--- src/rtl/fb_line_pacer_if.sv ---
// fb_line_pacer_if: event/status bundle between the line pacer and its surroundings.
// Ports: enable, core_frame_start, core_line_done, hdmi_frame_start, hdmi_line_req (to pacer);
// pause_core, locked, occupancy, overrun, underrun, hold_timeout (from pacer);
// stat_underruns, stat_overruns, stat_throttle_cycles only when FB_PACER_STATS_EN is defined.
interface fb_line_pacer_if #(parameter int DEPTH = 16);
  logic enable;
  logic core_frame_start;
  logic core_line_done;
  logic hdmi_frame_start;
  logic hdmi_line_req;
  logic pause_core;
  logic locked;
  logic [$clog2(DEPTH):0] occupancy;
  logic overrun;
  logic underrun;
  logic hold_timeout;
`ifdef FB_PACER_STATS_EN
  logic [15:0] stat_underruns;
  logic [15:0] stat_overruns;
  logic [15:0] stat_throttle_cycles;
  modport slave (input enable, core_frame_start, core_line_done, hdmi_frame_start, hdmi_line_req,
                 output pause_core, locked, occupancy, overrun, underrun, hold_timeout,
                 stat_underruns, stat_overruns, stat_throttle_cycles);
  modport master (output enable, core_frame_start, core_line_done, hdmi_frame_start, hdmi_line_req,
                  input pause_core, locked, occupancy, overrun, underrun, hold_timeout,
                  stat_underruns, stat_overruns, stat_throttle_cycles);
`else
  modport slave (input enable, core_frame_start, core_line_done, hdmi_frame_start, hdmi_line_req,
                 output pause_core, locked, occupancy, overrun, underrun, hold_timeout);
  modport master (output enable, core_frame_start, core_line_done, hdmi_frame_start, hdmi_line_req,
                  input pause_core, locked, occupancy, overrun, underrun, hold_timeout);
`endif
endinterface

--- src/rtl/fb_line_pacer.sv ---
// fb_line_pacer: phase-locks and throttles the core against the HDMI line ring.
// Ports: clk, reset (async active-high), bus (fb_line_pacer_if.slave: event inputs, pause/lock/occupancy/pulse outputs).
// Optional FB_PACER_STATS_EN adds 16-bit saturating underrun/overrun/throttle-cycle counters.
module fb_line_pacer #(
  parameter int DEPTH        = 16,
  parameter int HIGH_WATER   = 12,
  parameter int LOW_WATER    = 8,
  parameter int PRIME_LINES  = 1,
  parameter int HOLD_TIMEOUT = 2000000
) (
  input logic clk,
  input logic reset,
  fb_line_pacer_if.slave bus
);
  localparam int OW = $clog2(DEPTH) + 1;
  localparam int TW = $clog2(HOLD_TIMEOUT + 1);
  typedef enum logic [1:0] {IDLE, ARM, HOLD, RUN} state_t;
  state_t state, state_n;
  logic [OW-1:0] occ, occ_d, occ_n;
  logic [TW-1:0] timer, timer_n;
  logic pause, pause_n, locked, inc, dec, full, empty, ovf, unf, to;
  logic overrun, underrun, hold_timeout;
  always_comb begin
    inc = bus.core_line_done & ~bus.hdmi_line_req;
    dec = bus.hdmi_line_req & ~bus.core_line_done;
    full = occ == OW'(DEPTH);
    empty = occ == '0;
    occ_d = (inc & ~full) ? occ + 1'b1 : (dec & ~empty) ? occ - 1'b1 : occ;
    ovf = bus.enable & (state != IDLE) & inc & full;
    unf = bus.enable & (state != IDLE) & dec & empty;
    to = bus.enable & (state == HOLD) & ~bus.hdmi_frame_start & (timer == TW'(HOLD_TIMEOUT - 1));
    state_n = state;
    occ_n = occ_d;
    pause_n = pause;
    if (!bus.enable) begin
      state_n = IDLE;
      occ_n = '0;
      pause_n = 1'b0;
    end else begin
      unique case (state)
        IDLE: begin
          occ_n = bus.core_frame_start ? '0 : occ;
          pause_n = 1'b0;
          state_n = bus.core_frame_start ? ARM : IDLE;
        end
        ARM: begin
          state_n = (occ_d >= OW'(PRIME_LINES)) ? HOLD : ARM;
          pause_n = occ_d >= OW'(PRIME_LINES);
        end
        HOLD: begin
          state_n = bus.hdmi_frame_start ? RUN : to ? IDLE : HOLD;
          pause_n = ~bus.hdmi_frame_start & ~to;
        end
        RUN: begin
          // between the watermarks the previous pause decision is kept (hysteresis)
          state_n = unf ? IDLE : RUN;
          pause_n = unf ? 1'b0 : (occ_d >= OW'(HIGH_WATER)) ? 1'b1 : (occ_d <= OW'(LOW_WATER)) ? 1'b0 : pause;
        end
      endcase
    end
    timer_n = (state == HOLD && state_n == HOLD) ? timer + 1'b1 : '0;
  end
  always_ff @(posedge clk or posedge reset) begin
    if (reset) begin
      state <= IDLE;
      occ <= '0;
      timer <= '0;
      pause <= 1'b0;
      locked <= 1'b0;
      overrun <= 1'b0;
      underrun <= 1'b0;
      hold_timeout <= 1'b0;
    end else begin
      state <= state_n;
      occ <= occ_n;
      timer <= timer_n;
      pause <= pause_n;
      locked <= state_n == RUN;
      overrun <= ovf;
      underrun <= unf;
      hold_timeout <= to;
    end
  end
  assign bus.pause_core = pause;
  assign bus.locked = locked;
  assign bus.occupancy = occ;
  assign bus.overrun = overrun;
  assign bus.underrun = underrun;
  assign bus.hold_timeout = hold_timeout;
`ifdef FB_PACER_STATS_EN
  logic [15:0] st_u, st_o, st_t;
  always_ff @(posedge clk or posedge reset) begin
    if (reset) begin
      st_u <= '0;
      st_o <= '0;
      st_t <= '0;
    end else begin
      st_u <= st_u + 16'(unf & ~&st_u);
      st_o <= st_o + 16'(ovf & ~&st_o);
      st_t <= st_t + 16'((state == RUN) & pause & ~&st_t);
    end
  end
  assign bus.stat_underruns = st_u;
  assign bus.stat_overruns = st_o;
  assign bus.stat_throttle_cycles = st_t;
`endif
endmodule
--- src/flat_wrapper.sv ---
// flat-port wrapper written by rule: the top's interface ports become plain ports
module fb_line_pacer_flat 
#(
  parameter int DEPTH        = 16,
  parameter int HIGH_WATER   = 12,
  parameter int LOW_WATER    = 8,
  parameter int PRIME_LINES  = 1,
  parameter int HOLD_TIMEOUT = 2000000
)
  (clk, reset, bus_enable, bus_core_frame_start, bus_core_line_done, bus_hdmi_frame_start, bus_hdmi_line_req, bus_pause_core, bus_locked, bus_occupancy, bus_overrun, bus_underrun, bus_hold_timeout);
  fb_line_pacer_if #(.DEPTH(DEPTH)) bus_i ();
  input logic clk;
  input logic reset;
  input wire logic [$bits(bus_i.enable)-1:0] bus_enable;
  input wire logic [$bits(bus_i.core_frame_start)-1:0] bus_core_frame_start;
  input wire logic [$bits(bus_i.core_line_done)-1:0] bus_core_line_done;
  input wire logic [$bits(bus_i.hdmi_frame_start)-1:0] bus_hdmi_frame_start;
  input wire logic [$bits(bus_i.hdmi_line_req)-1:0] bus_hdmi_line_req;
  output wire logic [$bits(bus_i.pause_core)-1:0] bus_pause_core;
  output wire logic [$bits(bus_i.locked)-1:0] bus_locked;
  output wire logic [$bits(bus_i.occupancy)-1:0] bus_occupancy;
  output wire logic [$bits(bus_i.overrun)-1:0] bus_overrun;
  output wire logic [$bits(bus_i.underrun)-1:0] bus_underrun;
  output wire logic [$bits(bus_i.hold_timeout)-1:0] bus_hold_timeout;
  assign bus_i.enable = bus_enable;
  assign bus_i.core_frame_start = bus_core_frame_start;
  assign bus_i.core_line_done = bus_core_line_done;
  assign bus_i.hdmi_frame_start = bus_hdmi_frame_start;
  assign bus_i.hdmi_line_req = bus_hdmi_line_req;
  assign bus_pause_core = bus_i.pause_core;
  assign bus_locked = bus_i.locked;
  assign bus_occupancy = bus_i.occupancy;
  assign bus_overrun = bus_i.overrun;
  assign bus_underrun = bus_i.underrun;
  assign bus_hold_timeout = bus_i.hold_timeout;
  fb_line_pacer #(.DEPTH(DEPTH), .HIGH_WATER(HIGH_WATER), .LOW_WATER(LOW_WATER), .PRIME_LINES(PRIME_LINES), .HOLD_TIMEOUT(HOLD_TIMEOUT)) u_core (.clk(clk), .reset(reset), .bus(bus_i));
endmodule
--- config.mk ---
export PLATFORM = sky130hd
export DESIGN_NAME = fb_line_pacer_flat
export DESIGN_NICKNAME = d
export VERILOG_FILES = /design/src/rtl/fb_line_pacer_if.sv /design/src/rtl/fb_line_pacer.sv /design/src/flat_wrapper.sv
export SDC_FILE = /design/constraint.sdc
export NUM_CORES = 1
export LEC_CHECK = 0
export BUFFER_PORTS_ARGS = -buffer_cell sky130_fd_sc_hd__buf_4
export CORE_UTILIZATION = 23
export DETAILED_ROUTE_END_ITERATION = 10
export PLACE_DENSITY = 0.42
export SETUP_SLACK_MARGIN = 0.4
export SYNTH_ARGS = -nofsm -noshare
export SYNTH_HDL_FRONTEND = slang
export SYNTH_SLANG_ARGS = --single-unit
--- constraint.sdc ---
create_clock -name clk -period 3.8 [get_ports clk]
set_input_delay 0.38 -clock clk [delete_from_list [all_inputs] [get_ports clk]]
set_output_delay 0.38 -clock clk [all_outputs]
set_load 0.005 [all_outputs]
==> results of run 1 <==
cell type report:
cell class / instances / area (um^2) / share of cell area
clock buffer: 6 / 72.6 / 0.0326
multi-input combinational: 156 / 1030 / 0.461
timing repair buffer: 18 / 135 / 0.0608
clock inverter: 2 / 10.0 / 0.00450
sequential: 33 / 826 / 0.371
tap: 102 / 128 / 0.0574
inverter: 7 / 26.3 / 0.0118
logic make-up after synthesis:
family	synth area share
AND/OR/NAND/NOR	0.291
AO/OA/AOI/OAI	0.141
flip-flops	0.430
XOR/XNOR	0.0775
buffers and inverters	0.0358
adder cells (fa/ha/maj)	0.0195
multiplexers	0.00521
registers in the layout, summed over array words and instances, names as in the netlist:
name,cells
u_core.state,2
u_core.timer,21
u_core.bus.underrun,1
u_core.bus.hold_timeout,1
u_core.bus.locked,1
u_core.bus.pause_core,1
u_core.bus.overrun,1
u_core.bus.occupancy,5
tightest hold or removal path, cell delays in order:
cell and delay [ns]:
buf_4 0.11, inv_1 0.04, buf_4 0.38
placed cells by master (no fill, tap or decap), types with 2 or more instances in the layout:
cell type / synthesis / layout
a21oi_1: 5 / 5
dfrtp_1: 33 / 33
nand3_1: 6 / 6
clkinv_2: 0 / 2
buf_4: 0 / 18
nor4_1: 2 / 2
xor2_1: 13 / 13
nor4b_1: 2 / 2
nor3_1: 8 / 8
nand2_1: 24 / 24
nor2_1: 26 / 26
a22o_1: 2 / 2
nand2b_1: 3 / 3
nor2b_1: 3 / 3
and3_1: 6 / 6
nand4_1: 4 / 4
xnor2_1: 4 / 4
ha_1: 3 / 3
or3_1: 3 / 3
clkbuf_8: 0 / 5
o21ai_0: 8 / 8
o22ai_1: 2 / 2
inv_1: 7 / 7
worst max path at each step:
stage | start | to | slack [ns] | cells after the start
floorplan | u_core.bus.occupancy[0]$_DFFE_PP0P_ | u_core.bus.pause_core$_DFFE_PP0P_ | 1.62 | 8
global placement | u_core.bus.occupancy[0]$_DFFE_PP0P_ | u_core.bus.pause_core$_DFFE_PP0P_ | 1.51 | 8
detailed placement | u_core.bus.occupancy[0]$_DFFE_PP0P_ | u_core.bus.pause_core$_DFFE_PP0P_ | 1.50 | 8
CTS | u_core.bus.occupancy[0]$_DFFE_PP0P_ | u_core.bus.pause_core$_DFFE_PP0P_ | 1.48 | 8
global route | u_core.bus.occupancy[0]$_DFFE_PP0P_ | u_core.bus.pause_core$_DFFE_PP0P_ | 1.31 | 8
finish | u_core.bus.occupancy[0]$_DFFE_PP0P_ | u_core.bus.pause_core$_DFFE_PP0P_ | 1.48 | 8
per-stage QoR:
step	worst slack [ns]	utilization	hold WS (ns)	total power, uW
after floorplan	1.62	-	0.453	422
after global placement	1.51	0.271	0.490	447
after detailed placement	1.50	0.271	0.492	445
after CTS	1.48	0.282	0.214	710
after global routing	1.31	0.282	0.234	731
final	1.48	0.282	0.191	696
metal layers:
layer	vias to the layer above	GRT usage	share of wire
met2	20	0.161	0.47
li1	754	-	-
met3	8	0.0236	0.026
met5	-	0	0
met1	733	0.149	0.48
met4	0	0.0487	0.021
report_power, final:
group          switching (uW)  total, uW  internal [uW]
clock                     132        259            127
sequential               7.39        363            355
combinational            43.1       74.4           31.3
==> results.py, run 1 <==
metrics = {
    "clock_network": {
        "cts_tree": "yes",
        "post_cts_buffers": 0,
        "clock-root-buffer": "clkbuf_8",
        "clk_pin_slew_ns": 0.07,
        "numCtsBuffers": 5,
        "htree_levels": 2,
        "cts_hold_buf": 0,
        "cts_buffer_depth": 2,
        "cts_resized": 0,
        "numClockSinks": 33,
        "clock_latency_ns": 0.28,
    },
    "finish": {
        "num_antenna_cells": 0,
        "syn2layout_area_growth_pct": 15.8,
        "num-nets-final": 231,
        "filler_cell_count": 833,
        "drive_gt1_frac": 0.167,
        "post_layout_nonfiller_instances": 324,
        "postLayoutCellArea_um2": 2220,
    },
    "floorplan": {
        "dieArea_um2": 8720,
        "coreArea_um2": 7890,
        "die-width_um": 93.4,
        "start_util": 0.243,
        "ioPinCount": 17,
        "die_h_um": 93.4,
        "rows": 32,
    },
    "logic_synthesis": {
        "ys_warn_count": 0,
        "synth_ff_type": "dfrtp_1",
        "synthArstFlopShare": 1.00,
        "synth.distinct_cells": 56,
        "synth-seq-cells": 33,
        "synth_top_area_frac": 0.430,
        "yosysSeqAreaShare": 0.430,
        "syn_inst": 203,
        "syn_nets": 213,
        "synth-edff-count": 0,
        "yosys.area.top_type": "dfrtp_1",
        "synth.area.top_cells": "dfrtp_1 (43%), xor2_1 (5.9%), nor2_1 (5.1%)",
        "avgSynthCellArea_um2": 9.46,
        "synth_common_cells": "dfrtp_1 (33), nor2_1 (26), nand2_1 (24)",
        "yosysMostFrequentCell": "dfrtp_1",
        "synth_area_um2": 1920,
    },
    "timing": {
        "slew_headroom": 0.297,
        "finalSetupTns_ns": 0,
        "clock-skew-final_ns": 0.00627,
        "fin_crit_ns": 2.32,
        "period_share": 0.610,
        "worst_slew_pin_slew_ns": 1.04,
        "rsz0062_at_grt": "false",
        "max_freq_mhz": 431,
        "setup_viol": 0,
        "drv_slew": 0,
        "hold_viol": 0,
    },
    "global_routing": {
        "antenna_found_initial": 0,
        "grt_max_degree": 34,
        "grt_pass1_vias": 1506,
        "grt_pass1_wl_mm": 7.39,
        "grt_overflow": 0,
        "grt_usage": 0.108,
    },
    "hold_path": {
        "worstHoldPathType": "in -> async",
    },
    "routing": {
        "dr.pass1.iters": 4,
        "drc_errors": 0,
        "wl_mm": 4.23,
        "drt-initial-drc-count": 78,
        "post_drt_wl_per_cell_um": 13.1,
        "postRouteAntennaNets": 0,
        "vias_per_cell": 4.68,
        "num_vias": 1515,
    },
    "power_and_ir_drop": {
        "peakVddDrop_mv": 0.101,
        "powerDensity_nw_per_um2": 313,
        "p_leak_uw": 0.000913,
    },
    "setup_path": {
        "start_kind": "flop",
        "worstReg2RegEnd": "u_core.bus.pause_core$_DFFE_PP0P_",
        "crit_path_top_delay_cell": "or4bb_1",
        "r2r_cells": 8,
        "r2r_start": "u_core.bus.occupancy[0]$_DFFE_PP0P_",
        "r2r_slack_ns": 1.48,
        "crit_arrival_ns": 2.49,
        "cp_cell_sequence": "inv_1, ha_1, or4bb_1, a22oi_2, a211oi_4, nor4_4, o211ai_2, o311a_1",
        "cp-end-kind": "flop",
        "critical_path_required_ns": 3.97,
        "cpPeakStageDelay_ns": 0.55,
        "crit_type": "reg -> reg",
        "cp_max_fo": 6,
        "critPathBufInv": 1,
        "cp_top_family": "simple AND/OR/NAND/NOR gates",
    },
    "placed_design": {
        "place_area_um2": 2140,
        "dp.cells": 316,
        "hpwl_mm": 3.05,
        "place.gp.congestion": 0.810,
        "place.port_buffers": 16,
    },
    "run": {
        "cap_violations": 0,
    },
    "run_status": {
        "status": "completed",
    },
}
Note: power is estimated with default switching activity, not from simulation.
==> run 2, diff against run 1 <==
- ABC_AREA: default -> 1
- clock period: 3.8 -> 2.2 ns (I/O delays scaled with it)
==> run 2 against run 1 <==
Against the previous run:
- clock power is 100% higher
- design area is 30% higher
- core utilization rose by 3.3 points
- setup slack got worse by 1.2 ns
- final cell count increased by 27%
- synthesized cell count rose by 29%
- die area rose by 13%
- clock-buffer cell count grew 1
- largest cell class unchanged
- largest power group unchanged
- highest routed layer unchanged
==> results.py, run 2 <==
metrics = {
    "setup_path": {
        "r2r_start": "u_core.bus.occupancy[1]$_DFFE_PP0P_",
        "cp_max_fo": 6,
        "worstSetupStartpoint": "u_core.bus.occupancy[1]$_DFFE_PP0P_",
        "crit_type": "reg -> reg",
        "cpPeakStageDelay_ns": 0.38,
        "critical_path_required_ns": 2.41,
        "crit_path_top_delay_cell": "dfrtp_2",
        "cp-end-kind": "flop",
        "start_kind": "flop",
        "crit_arrival_ns": 2.16,
        "r2r_slack_ns": 0.25,
        "cp_cell_sequence": "buf_4, ha_2, nand3_2, xor2_2, o21ai_2, nor2_4, nand4_1, nand2_1, nand2_4, nand2_8, nor3_2",
    },
    "logic_synthesis": {
        "synth_common_cells": "nand2_1 (44), inv_1 (38), dfrtp_1 (33)",
        "synth.distinct_cells": 28,
        "synthAdderAreaFrac": 0.0173,
        "synthXorXnorAreaFrac": 0.0765,
        "ys_warn_count": 0,
        "synth-edff-count": 0,
        "synth_ff_type": "dfrtp_1",
        "synth_top_family_by_area": "simple AND/OR/NAND/NOR gates",
        "yosysSeqAreaShare": 0.380,
        "synth-simple-area-share": 0.400,
        "synth.area.top_cells": "dfrtp_1 (38%), nor3_2 (9.2%), nand2_1 (7.6%)",
        "syn_inst": 261,
        "synthMuxAreaShare": 0,
        "synthArstFlopShare": 1.00,
        "synth_top_area_frac": 0.380,
        "yosysMostFrequentCell": "nand2_1",
        "synth-seq-cells": 33,
        "synth_compound_area_frac": 0.0236,
        "syn_nets": 271,
        "yosys.area.top_type": "dfrtp_1",
        "synth_area_um2": 2180,
        "avgSynthCellArea_um2": 8.34,
    },
    "finish": {
        "num-nets-final": 311,
        "largest_reg_flops": 21,
        "drive_gt1_frac": 0.397,
        "top_register": "u_core.timer",
        "num_antenna_cells": 0,
        "postLayoutCellArea_um2": 2890,
        "syn2layout_area_growth_pct": 33.0,
        "final_common_cell": "nand2_1",
        "filler_cell_count": 998,
        "final_cell_mix": "nand2_1 (37), inv_1 (35), buf_4 (32), dfrtp_1 (29), nor3_2 (19)",
    },
    "floorplan": {
        "start_util": 0.237,
        "dieArea_um2": 9850,
        "ioPinCount": 17,
        "die-width_um": 99.3,
        "die_h_um": 99.3,
        "rows": 35,
        "coreArea_um2": 9200,
    },
    "power_and_ir_drop": {
        "swShare": 0.304,
        "clkPwrFrac": 0.354,
        "p_comb_frac": 0.217,
        "powerDensity_nw_per_um2": 507,
        "internal_power_uw": 1020,
        "peakVddDrop_mv": 0.270,
        "seq_power_share": 0.429,
        "p_leak_uw": 0.00126,
        "p_switching_uw": 446,
    },
    "clock_network": {
        "clock_latency_ns": 0.28,
        "clk_pin_slew_ns": 0.07,
        "cts_hold_buf": 0,
        "cts_buffer_depth": 2,
        "numCtsBuffers": 5,
        "cts_tree": "yes",
        "clock-root-buffer": "clkbuf_8",
        "htree_levels": 2,
        "numClockSinks": 33,
    },
    "timing": {
        "worst_slew_pin_slew_ns": 0.449,
        "clock-skew-final_ns": 0.00343,
        "rsz0062_at_grt": "true",
        "hold_viol": 0,
        "fin_crit_ns": 1.95,
        "setup_viol": 0,
        "drv_slew": 0,
        "period_share": 0.885,
        "finalSetupTns_ns": 0,
        "max_freq_mhz": 514,
        "slew_headroom": 0.701,
        "timing.final.ws_setup_ns": 0.253,
    },
    "placed_design": {
        "hpwl_mm": 3.63,
        "place.port_buffers": 16,
        "place.gp.congestion": 0.803,
        "place_area_um2": 2430,
        "pre_cts_ws_ns": 0.0832,
    },
    "run_status": {
        "status": "completed",
    },
    "routing": {
        "vias_per_cell": 4.41,
        "postRouteAntennaNets": 0,
        "wl_mm": 5.44,
        "dr.pass1.iters": 4,
        "drt-initial-drc-count": 46,
        "num_vias": 1820,
        "post_drt_wl_per_cell_um": 13.2,
        "drc_errors": 0,
    },
    "hold_path": {
        "worstHoldPathType": "in -> async",
    },
    "global_routing": {
        "grt_max_degree": 34,
        "grt_overflow": 0,
        "grt_pass1_vias": 1849,
        "antenna_found_initial": 0,
        "grt_pass1_wl_mm": 9.18,
        "grt_usage": 0.118,
    },
    "run": {
        "cap_violations": 0,
    },
}
[run 2: metal layers]
layer	track usage	vias up	share of wire
met3	0.0239	6	0.029
met5	0	-	0
met4	0.0271	0	0.014
met2	0.195	23	0.47
li1	-	934	-
met1	0.160	857	0.48
[run 2: cell type report]
type	instances	area (um^2)	share of cell area
multi-input combinational	183	1340	0.462
sequential	33	831	0.287
timing repair buffer	36	328	0.113
inverter	42	158	0.0545
tap	111	139	0.0480
clock buffer	7	96.3	0.0333
clock inverter	1	5.00	0.00173
[run 2: per-stage QoR]
| stage | utilization | power [uW] | hold WS [ns] | cells |
|---|---|---|---|---|
| 6_report | 0.315 | 1470 | 0.0327 | 413 |
| 5_1_grt | 0.315 | 1540 | 0.0781 | 413 |
| 4_1_cts | 0.298 | 1480 | 0.0502 | 404 |
| 3_5_place_dp | 0.265 | 867 | 0.357 | 385 |
| 3_3_place_gp | 0.265 | 870 | 0.369 | 385 |
| 2_1_floorplan | - | 810 | 0.292 | 261 |
[run 2: repair_timing]
item                                    4_1_cts  5_1_grt
gates resized for setup                      19       19
endpoints found under the setup margin       23       25
pin swaps                                    10       17
gates cloned                                  4        0
setup buffers                                 7        9
[run 2: worst paths after layout]
path	end	cells after the start
setup / recovery	u_core.timer[3]$_DFF_PP0_	11
hold / removal	u_core.bus.underrun$_DFF_PP0_	3
setup reg to reg	u_core.timer[3]$_DFF_PP0_	11
hold reg to reg	u_core.timer[0]$_DFF_PP0_	2
max in group asynchronous	u_core.bus.occupancy[2]$_DFFE_PP0P_	3
min in group clk	u_core.bus.overrun$_DFF_PP0_	2
[run 2: cells by family (layout without fill, tap and decap cells)]
logic type / Yosys count / after routing
xor gates and xnor gates: 19 / 19
and+or+nand+nor: 149 / 152
adders and majority gates: 3 / 3
AOI/OAI and AO/OA: 9 / 9
DFF: 33 / 33
buffers and inverters: 48 / 86
[run 2: critical path: cells and delay by family (launching register included)]
kind / cells / cell delay, ns
fa+ha+maj: 1 / 0.19
xor+xnor: 1 / 0.16
buf+inv: 1 / 0.11
simple gates: 7 / 0.77
flops: 1 / 0.38
compound gates: 1 / 0.23
[run 2: power groups by stage]
| stage | logic, uW | clock network (uW) | registers, uW |
|---|---|---|---|
| global route | 347 | 565 | 630 |
| finish | 318 | 519 | 629 |
| global placement | 229 | 0 | 640 |
| CTS | 303 | 544 | 629 |
| detailed placement | 226 | 0 | 641 |
| floorplan | 171 | 0 | 638 |
